**src/rtl/cpu_ctrl_pkg.sv**
```systemverilog
// rtl/cpu_ctrl_pkg.sv - run controller state encodings and default halt word
package cpu_ctrl_pkg;

  typedef enum logic [2:0] {
    IDLE      = 3'd0,
    RESET_CPU = 3'd1,
    RUN       = 3'd2,
    STEP      = 3'd3,
    PAUSED    = 3'd4,
    HALTED    = 3'd5
  } state_t;

  localparam logic [15:0] HALT_INSTR_DEFAULT = 16'hFFFF;

endpackage

```
**src/rtl/cpu_run_controller_if.sv**
```systemverilog
// rtl/cpu_run_controller_if.sv - host/CPU-facing signal bundle of the run controller
interface cpu_run_controller_if #(
  parameter int DATA_WIDTH = 16,
  parameter int CNT_WIDTH  = 16
);

  logic                  start;
  logic                  step;
  logic                  stop;
  logic                  bp_en;
  logic [DATA_WIDTH-1:0] bp_addr;
  logic [DATA_WIDTH-1:0] pc;
  logic [DATA_WIDTH-1:0] ir;
  logic                  cpu_en;
  logic                  cpu_rst;
  logic                  halted;
  logic                  at_break;
  logic                  busy;
  logic [CNT_WIDTH-1:0]  instr_count;
  logic [2:0]            state;

  modport master (
    output start, step, stop, bp_en, bp_addr, pc, ir,
    input  cpu_en, cpu_rst, halted, at_break, busy, instr_count, state
  );

  modport slave (
    input  start, step, stop, bp_en, bp_addr, pc, ir,
    output cpu_en, cpu_rst, halted, at_break, busy, instr_count, state
  );

endinterface

```
**src/rtl/sat_counter.sv**
```systemverilog
// rtl/sat_counter.sv - clearable up-counter that holds at all-ones
module sat_counter #(
  parameter int CNT_WIDTH = 16
) (
  input  logic                 clock,
  input  logic                 reset,
  input  logic                 clr,
  input  logic                 inc,
  output logic [CNT_WIDTH-1:0] q
);

  always_ff @(posedge clock) begin
    if (reset || clr) begin
      q <= '0;
    end else if (inc && (q != '1)) begin
      q <= q + CNT_WIDTH'(1);
    end
  end

endmodule

```
**src/rtl/cpu_run_controller.sv**
```systemverilog
// rtl/cpu_run_controller.sv - run/step/halt sequencer with PC breakpoint for the 16-bit CPU
module cpu_run_controller
  import cpu_ctrl_pkg::*;
#(
  parameter int                    DATA_WIDTH = 16,
  parameter logic [DATA_WIDTH-1:0] HALT_INSTR = DATA_WIDTH'(HALT_INSTR_DEFAULT),
  parameter int                    CNT_WIDTH  = 16
) (
  input logic                 clock,
  input logic                 reset,
  cpu_run_controller_if.slave bus
);

  state_t state_q, state_d;
  logic   at_break_q, at_break_d;
  logic   bp_skip_q, bp_skip_d;
  logic   halted_q, busy_q;
  logic   is_halt, hit, cpu_en;

  assign is_halt = (bus.ir == HALT_INSTR);
  assign hit     = bus.bp_en && (bus.pc == bus.bp_addr) && !bp_skip_q;
  // Gated combinationally so neither the halt word nor a breakpointed instruction executes.
  assign cpu_en  = ((state_q == RUN) || (state_q == STEP)) && !is_halt && !hit;

  assign bus.cpu_en   = cpu_en;
  assign bus.cpu_rst  = reset || (state_q == RESET_CPU);
  assign bus.halted   = halted_q;
  assign bus.at_break = at_break_q;
  assign bus.busy     = busy_q;
  assign bus.state    = state_q;

  always_comb begin
    state_d    = state_q;
    at_break_d = at_break_q;
    bp_skip_d  = bp_skip_q;
    if (cpu_en) bp_skip_d = 1'b0;
    case (state_q)
      IDLE: if (bus.start) state_d = RESET_CPU;
      RESET_CPU: begin
        state_d   = RUN;
        bp_skip_d = 1'b0;
      end
      RUN: begin
        if (is_halt) begin
          state_d = HALTED;
        end else if (hit) begin
          state_d    = PAUSED;
          at_break_d = 1'b1;
        end else if (bus.stop) begin
          state_d = PAUSED;
        end
      end
      STEP: begin
        if (is_halt) begin
          state_d = HALTED;
        end else begin
          state_d = PAUSED;
          if (hit) at_break_d = 1'b1;
        end
      end
      PAUSED: begin
        if (bus.start || bus.step) begin
          state_d = bus.start ? RUN : STEP;
          // Let the instruction we stopped on execute once before the breakpoint re-arms.
          if (at_break_q) begin
            bp_skip_d  = 1'b1;
            at_break_d = 1'b0;
          end
        end
      end
      HALTED: if (bus.start) state_d = RESET_CPU;
      default: state_d = IDLE;
    endcase
  end

  always_ff @(posedge clock) begin
    if (reset) begin
      state_q    <= IDLE;
      at_break_q <= 1'b0;
      bp_skip_q  <= 1'b0;
      halted_q   <= 1'b0;
      busy_q     <= 1'b0;
    end else begin
      state_q    <= state_d;
      at_break_q <= at_break_d;
      bp_skip_q  <= bp_skip_d;
      halted_q   <= (state_d == HALTED);
      busy_q     <= (state_d == RESET_CPU) || (state_d == RUN) || (state_d == STEP);
    end
  end

  sat_counter #(.CNT_WIDTH(CNT_WIDTH)) u_instr_count (
    .clock (clock),
    .reset (reset),
    .clr   (state_q == RESET_CPU),
    .inc   (cpu_en),
    .q     (bus.instr_count)
  );

endmodule

```
**src/flat_wrapper.sv**
```systemverilog
// flat-port wrapper written by rule: the top's interface ports become plain ports
module cpu_run_controller_flat import cpu_ctrl_pkg::*;
#(
  parameter int                    DATA_WIDTH = 16,
  parameter logic [DATA_WIDTH-1:0] HALT_INSTR = DATA_WIDTH'(HALT_INSTR_DEFAULT),
  parameter int                    CNT_WIDTH  = 16
)
  (clock, reset, bus_start, bus_step, bus_stop, bus_bp_en, bus_bp_addr, bus_pc, bus_ir, bus_cpu_en, bus_cpu_rst, bus_halted, bus_at_break, bus_busy, bus_instr_count, bus_state);
  cpu_run_controller_if #(.DATA_WIDTH(DATA_WIDTH), .CNT_WIDTH(CNT_WIDTH)) bus_i ();
  input logic clock;
  input logic reset;
  input wire logic [$bits(bus_i.start)-1:0] bus_start;
  input wire logic [$bits(bus_i.step)-1:0] bus_step;
  input wire logic [$bits(bus_i.stop)-1:0] bus_stop;
  input wire logic [$bits(bus_i.bp_en)-1:0] bus_bp_en;
  input wire logic [$bits(bus_i.bp_addr)-1:0] bus_bp_addr;
  input wire logic [$bits(bus_i.pc)-1:0] bus_pc;
  input wire logic [$bits(bus_i.ir)-1:0] bus_ir;
  output wire logic [$bits(bus_i.cpu_en)-1:0] bus_cpu_en;
  output wire logic [$bits(bus_i.cpu_rst)-1:0] bus_cpu_rst;
  output wire logic [$bits(bus_i.halted)-1:0] bus_halted;
  output wire logic [$bits(bus_i.at_break)-1:0] bus_at_break;
  output wire logic [$bits(bus_i.busy)-1:0] bus_busy;
  output wire logic [$bits(bus_i.instr_count)-1:0] bus_instr_count;
  output wire logic [$bits(bus_i.state)-1:0] bus_state;
  assign bus_i.start = bus_start;
  assign bus_i.step = bus_step;
  assign bus_i.stop = bus_stop;
  assign bus_i.bp_en = bus_bp_en;
  assign bus_i.bp_addr = bus_bp_addr;
  assign bus_i.pc = bus_pc;
  assign bus_i.ir = bus_ir;
  assign bus_cpu_en = bus_i.cpu_en;
  assign bus_cpu_rst = bus_i.cpu_rst;
  assign bus_halted = bus_i.halted;
  assign bus_at_break = bus_i.at_break;
  assign bus_busy = bus_i.busy;
  assign bus_instr_count = bus_i.instr_count;
  assign bus_state = bus_i.state;
  cpu_run_controller #(.DATA_WIDTH(DATA_WIDTH), .HALT_INSTR(HALT_INSTR), .CNT_WIDTH(CNT_WIDTH)) u_core (.clock(clock), .reset(reset), .bus(bus_i));
endmodule
```
**config.mk**
```make
export PLATFORM = sky130hd
export DESIGN_NAME = cpu_run_controller_flat
export DESIGN_NICKNAME = d
export VERILOG_FILES = /design/src/rtl/cpu_ctrl_pkg.sv /design/src/rtl/cpu_run_controller_if.sv /design/src/rtl/sat_counter.sv /design/src/rtl/cpu_run_controller.sv /design/src/flat_wrapper.sv
export SDC_FILE = /design/constraint.sdc
export NUM_CORES = 1
export LEC_CHECK = 0
export ABC_CLOCK_PERIOD_IN_PS = 1700
export BUFFER_PORTS_ARGS = -buffer_cell sky130_fd_sc_hd__buf_2
export CAP_MARGIN = 20
export CORE_ASPECT_RATIO = 0.6
export CORE_MARGIN = 3
export CORE_UTILIZATION = 41
export CTS_CLUSTER_SIZE = 20
export DETAILED_ROUTE_END_ITERATION = 6
export PLACE_DENSITY = 0.87
export SLEW_MARGIN = 20
export SYNTH_ARGS = -nofsm -noshare
export SYNTH_HDL_FRONTEND = slang
export SYNTH_SLANG_ARGS = --single-unit
```
**constraint.sdc**
```tcl
create_clock -name clock -period 1.7 [get_ports clock]
set_clock_uncertainty 0.05 [all_clocks]
set_input_delay 0.17 -clock clock [delete_from_list [all_inputs] [get_ports clock]]
set_output_delay 0.17 -clock clock [all_outputs]
set_load 0.01 [all_outputs]
```
==> key figures <==
STA
  • RSZ-0062 raised after global routing: true
  • Slew Viols, Final: 0
  • Endpoints failing setup: 1
  • Final Hold Slack: 0.154 ns
  • Fin crit share: 101%
  • Worst slew pin tran: 0.466 ns
  • Minimum clock period after layout: 1.72 ns
  • Slew headroom: 68.6%
  • Final hold vios: 0
  • Maximum clock frequency: 0.581 GHz
  • Post-route setup TNS: -0.0205 ns
  • Final setup margin: -0.0205 ns

Global route
  • Gr ovfl total: 0
  • First-pass GRT wire length: 7230 um
  • Initial antenna violation count: 0
  • Vias in the first global route: 1618
  • Tot GR Track Use: 20.2%
  • Largest net degree at the start of global routing: 13

Floorplanning
  • Num rows: 16
  • Die width: 84.0 um
  • Core region area: 3380 sq um
  • IO Pins: 78
  • Die area: 4440 sq um
  • Starting Density: 44.3%
  • Die height: 52.8 um

Synthesis
  • Synthesized Nets: 232
  • YS warnings: 0
  • Largest family of logic cells by synthesized area: simple AND/OR/NAND/NOR gates
  • Post-Syn Area: 1500 sq um
  • Xor-xnor portion of the synthesized cell area: 9.36%
  • Post-synth top flop: dfxtp_1
  • EDFF count, synth: 0
  • Top cell type's share of synthesized area: 30.7%
  • Compound-Gate Fraction of Synth Area: 16.5%
  • Leading area contributor after synthesis: dfxtp_1
  • Sequential-to-total area share from yosys stat: 30.7%
  • #FFs+latches synth: 23
  • Simple-gate share of the synthesized area: 36.0%
  • Synth area leaders: dfxtp_1 (31%), xor2_1 (8.8%), a21oi_1 (4.7%)
  • Mapped Avg Cell Area: 8.46 sq um
  • Adder-cell area share of the yosys netlist: 0.835%
  • Mapped Cells: 177
  • Async set or reset register ratio after synthesis: 0%
  • Post-synthesis mux area share: 2.67%
  • Yosys cell types: 47

Setup path
  • R2R depth: 6
  • Reg-to-Reg Start: u_core.u_instr_count.q[5]$_SDFFE_PP0P_
  • Crit path DAT: 1.87 ns
  • Reg2Reg Capture Point: u_core.u_instr_count.q[5]$_SDFFE_PP0P_
  • Startpoint class of the critical path: register
  • Crit. End Element: register
  • Critical Setup Path Class: register to register
  • Critical Path RT: 1.85 ns
  • CP Max Fanout: 5
  • R2R setup slack: -0.02 ns

Status
  • Outcome: complete, but fails checks
  • Failing checks: setup timing

Worst hold path
  • Hold Path Sink: u_core.bus.state[1]$_SDFF_PP0_
  • Hold Path Origin: bus_stop
  • Cells on Worst Hold Path: 3
  • HP Class: input port to register

Placed design
  • Hpwl dp: 3720 um
  • Post-Place Worst Slack: -0.0506 ns
  • Gp weighted congestion: 0.927
  • Placed cell area: 2080 sq um
  • Port Buffers: 77

Detailed routing
  • Top routing layer used: met4
  • Routed Antenna Nets: 0
  • DRC errors left: 0
  • Met2 WL: 2340 um
  • Via/cell ratio: 5.56
  • DR WL met3: 388 um
  • Via count: 1814
  • Drt first-iter violations: 131
  • Drt pass-1 iters: 5
  • Post-Route WL: 4910 um
  • WL per Instance: 15.1 um
  • DRT met1 WL: 2150 um

Power
  • Pleak: 1.05 nW
  • Logic pwr share: 25.3%
  • Seq pwr share: 45.9%
  • Worst vdd rail ir drop: 342 uV
  • Clock power share: 28.8%
  • Net switching power: 0.338 mW
  • Switching share of power: 27.9%
  • Power density cells: 545 nW/um^2
  • Internal Pwr Total: 0.871 mW

Finish
  • Layout Utilization: 65.6%
  • Commonest cells after routing, fill and taps aside: buf_2 (76), buf_4 (28), dfxtp_1 (20), xor2_1 (15), a21oi_1 (14)
  • Fin area: 2220 sq um
  • Layout cell share with drive strength beyond 1: 48.0%
  • Fin nets: 337
  • Most common cell after layout, fill and taps aside: buf_2
  • Antenna Cells: 0
  • Area Growth Syn to Fin: 48.1%

Job
  • Max-cap violation count: 0

Clock tree
  • TritonCTS clock tree: done
  • Clk slew on worst S/H paths: 0.08 ns
  • Clk sinks: 23
  • Clock tree root buffer cell: clkbuf_8
  • Maximum root-to-sink buffer count: 2
  • Max H-tree Level: 1
  • Cts hold-fix bufs: 0
  • Cts bufs inserted: 3
  • Worst-Skew Late Latency: 0.27 ns
[synthesized netlist by cell type, types with 3 or more instances]
cell type / number
nor4_1: 7
or3_1: 8
nand3_1: 7
o31ai_1: 4
mux2i_1: 4
dfxtp_1: 23
and3_1: 3
inv_1: 4
nor3_1: 5
nand2_1: 9
nand4_1: 11
o41ai_1: 3
a21oi_1: 14
xor2_1: 15
nor2b_1: 4
nor2_1: 14
o21ai_0: 6
nand4b_1: 3
[how the worst max path moves through the flow]
stage	start	endpoint	slack [ns]	cells after the start
finish	u_core.u_instr_count.q[5]$_SDFFE_PP0P_	u_core.u_instr_count.q[5]$_SDFFE_PP0P_	-0.02	6
global route	u_core.u_instr_count.q[5]$_SDFFE_PP0P_	u_core.u_instr_count.q[5]$_SDFFE_PP0P_	-0.07	6
CTS	u_core.u_instr_count.q[7]$_SDFFE_PP0P_	u_core.u_instr_count.q[6]$_SDFFE_PP0P_	0.01	6
detailed placement	bus_bp_addr[10]	u_core.bus.busy$_SDFF_PP0_	-0.05	7
global placement	bus_bp_addr[2]	u_core.bus.busy$_SDFF_PP0_	-0.02	7
floorplan	u_core.u_instr_count.q[4]$_SDFFE_PP0P_	u_core.u_instr_count.q[2]$_SDFFE_PP0P_	0.02	4
[per-layer routing]
layer | track usage (%) | vias up
li1 | - | 884
met3 | 4.08 | 4
met4 | 3.21 | 0
met1 | 27.0 | 833
met2 | 34.4 | 93
met5 | 0 | -
[cells by family (layout without fill, tap and decap cells)]
kind of cell	after synthesis	count (layout)
simple gates	86	86
mux	4	4
flops	23	23
compound gates	37	37
xor+xnor	16	16
fa+ha+maj	1	1
buf+inv	10	114
[state kept, by name (all words and copies together), names as in the netlist]
name,cells
u_core.u_instr_count.q,16
u_core.bus.state,3
u_core.bp_skip_q,1
u_core.bus.at_break,1
u_core.bus.busy,1
u_core.bus.halted,1
[layout make-up]
class,count,area (sq um)
Fill cell,280,1160
Multi-Input combinational cell,144,1020
Timing Repair Buffer,106,613
Sequential cell,23,464
Tap cell,45,56.3
Clock buffer,4,45.0
Inverter,4,17.5
[power by group through the flow]
stage / clock, mW / combinational (mW) / sequential (mW)
finish: 0.348 / 0.306 / 0.555
global route: 0.372 / 0.337 / 0.556
CTS: 0.358 / 0.283 / 0.555
global placement: 0 / 0.273 / 0.567
detailed placement: 0 / 0.280 / 0.568
floorplan: 0 / 0.130 / 0.578
[critical path: stages (launching register included)]
cell	delay [ns]
dfxtp_1	0.37
and4_4	0.26
nand4_4	0.16
or3_4	0.45
nand3_1	0.13
o21ai_0	0.10
a21oi_1	0.14
[stage by stage]
stage                     std cells  power (mW)
final                           326        1.21
after global routing            326        1.26
after CTS                       321        1.20
after detailed placement        317       0.848
after global placement          317       0.840
after floorplan                 177       0.708
[what timing repair did]
| action | in CTS | in global routing |
|---|---|---|
| gates resized for setup | 3 | 16 |
| pin swaps | 0 | 8 |
| setup endpoints to repair | 4 | 15 |
| buffers inserted | 0 | 5 |
Power figures use the tool's default switching activity.
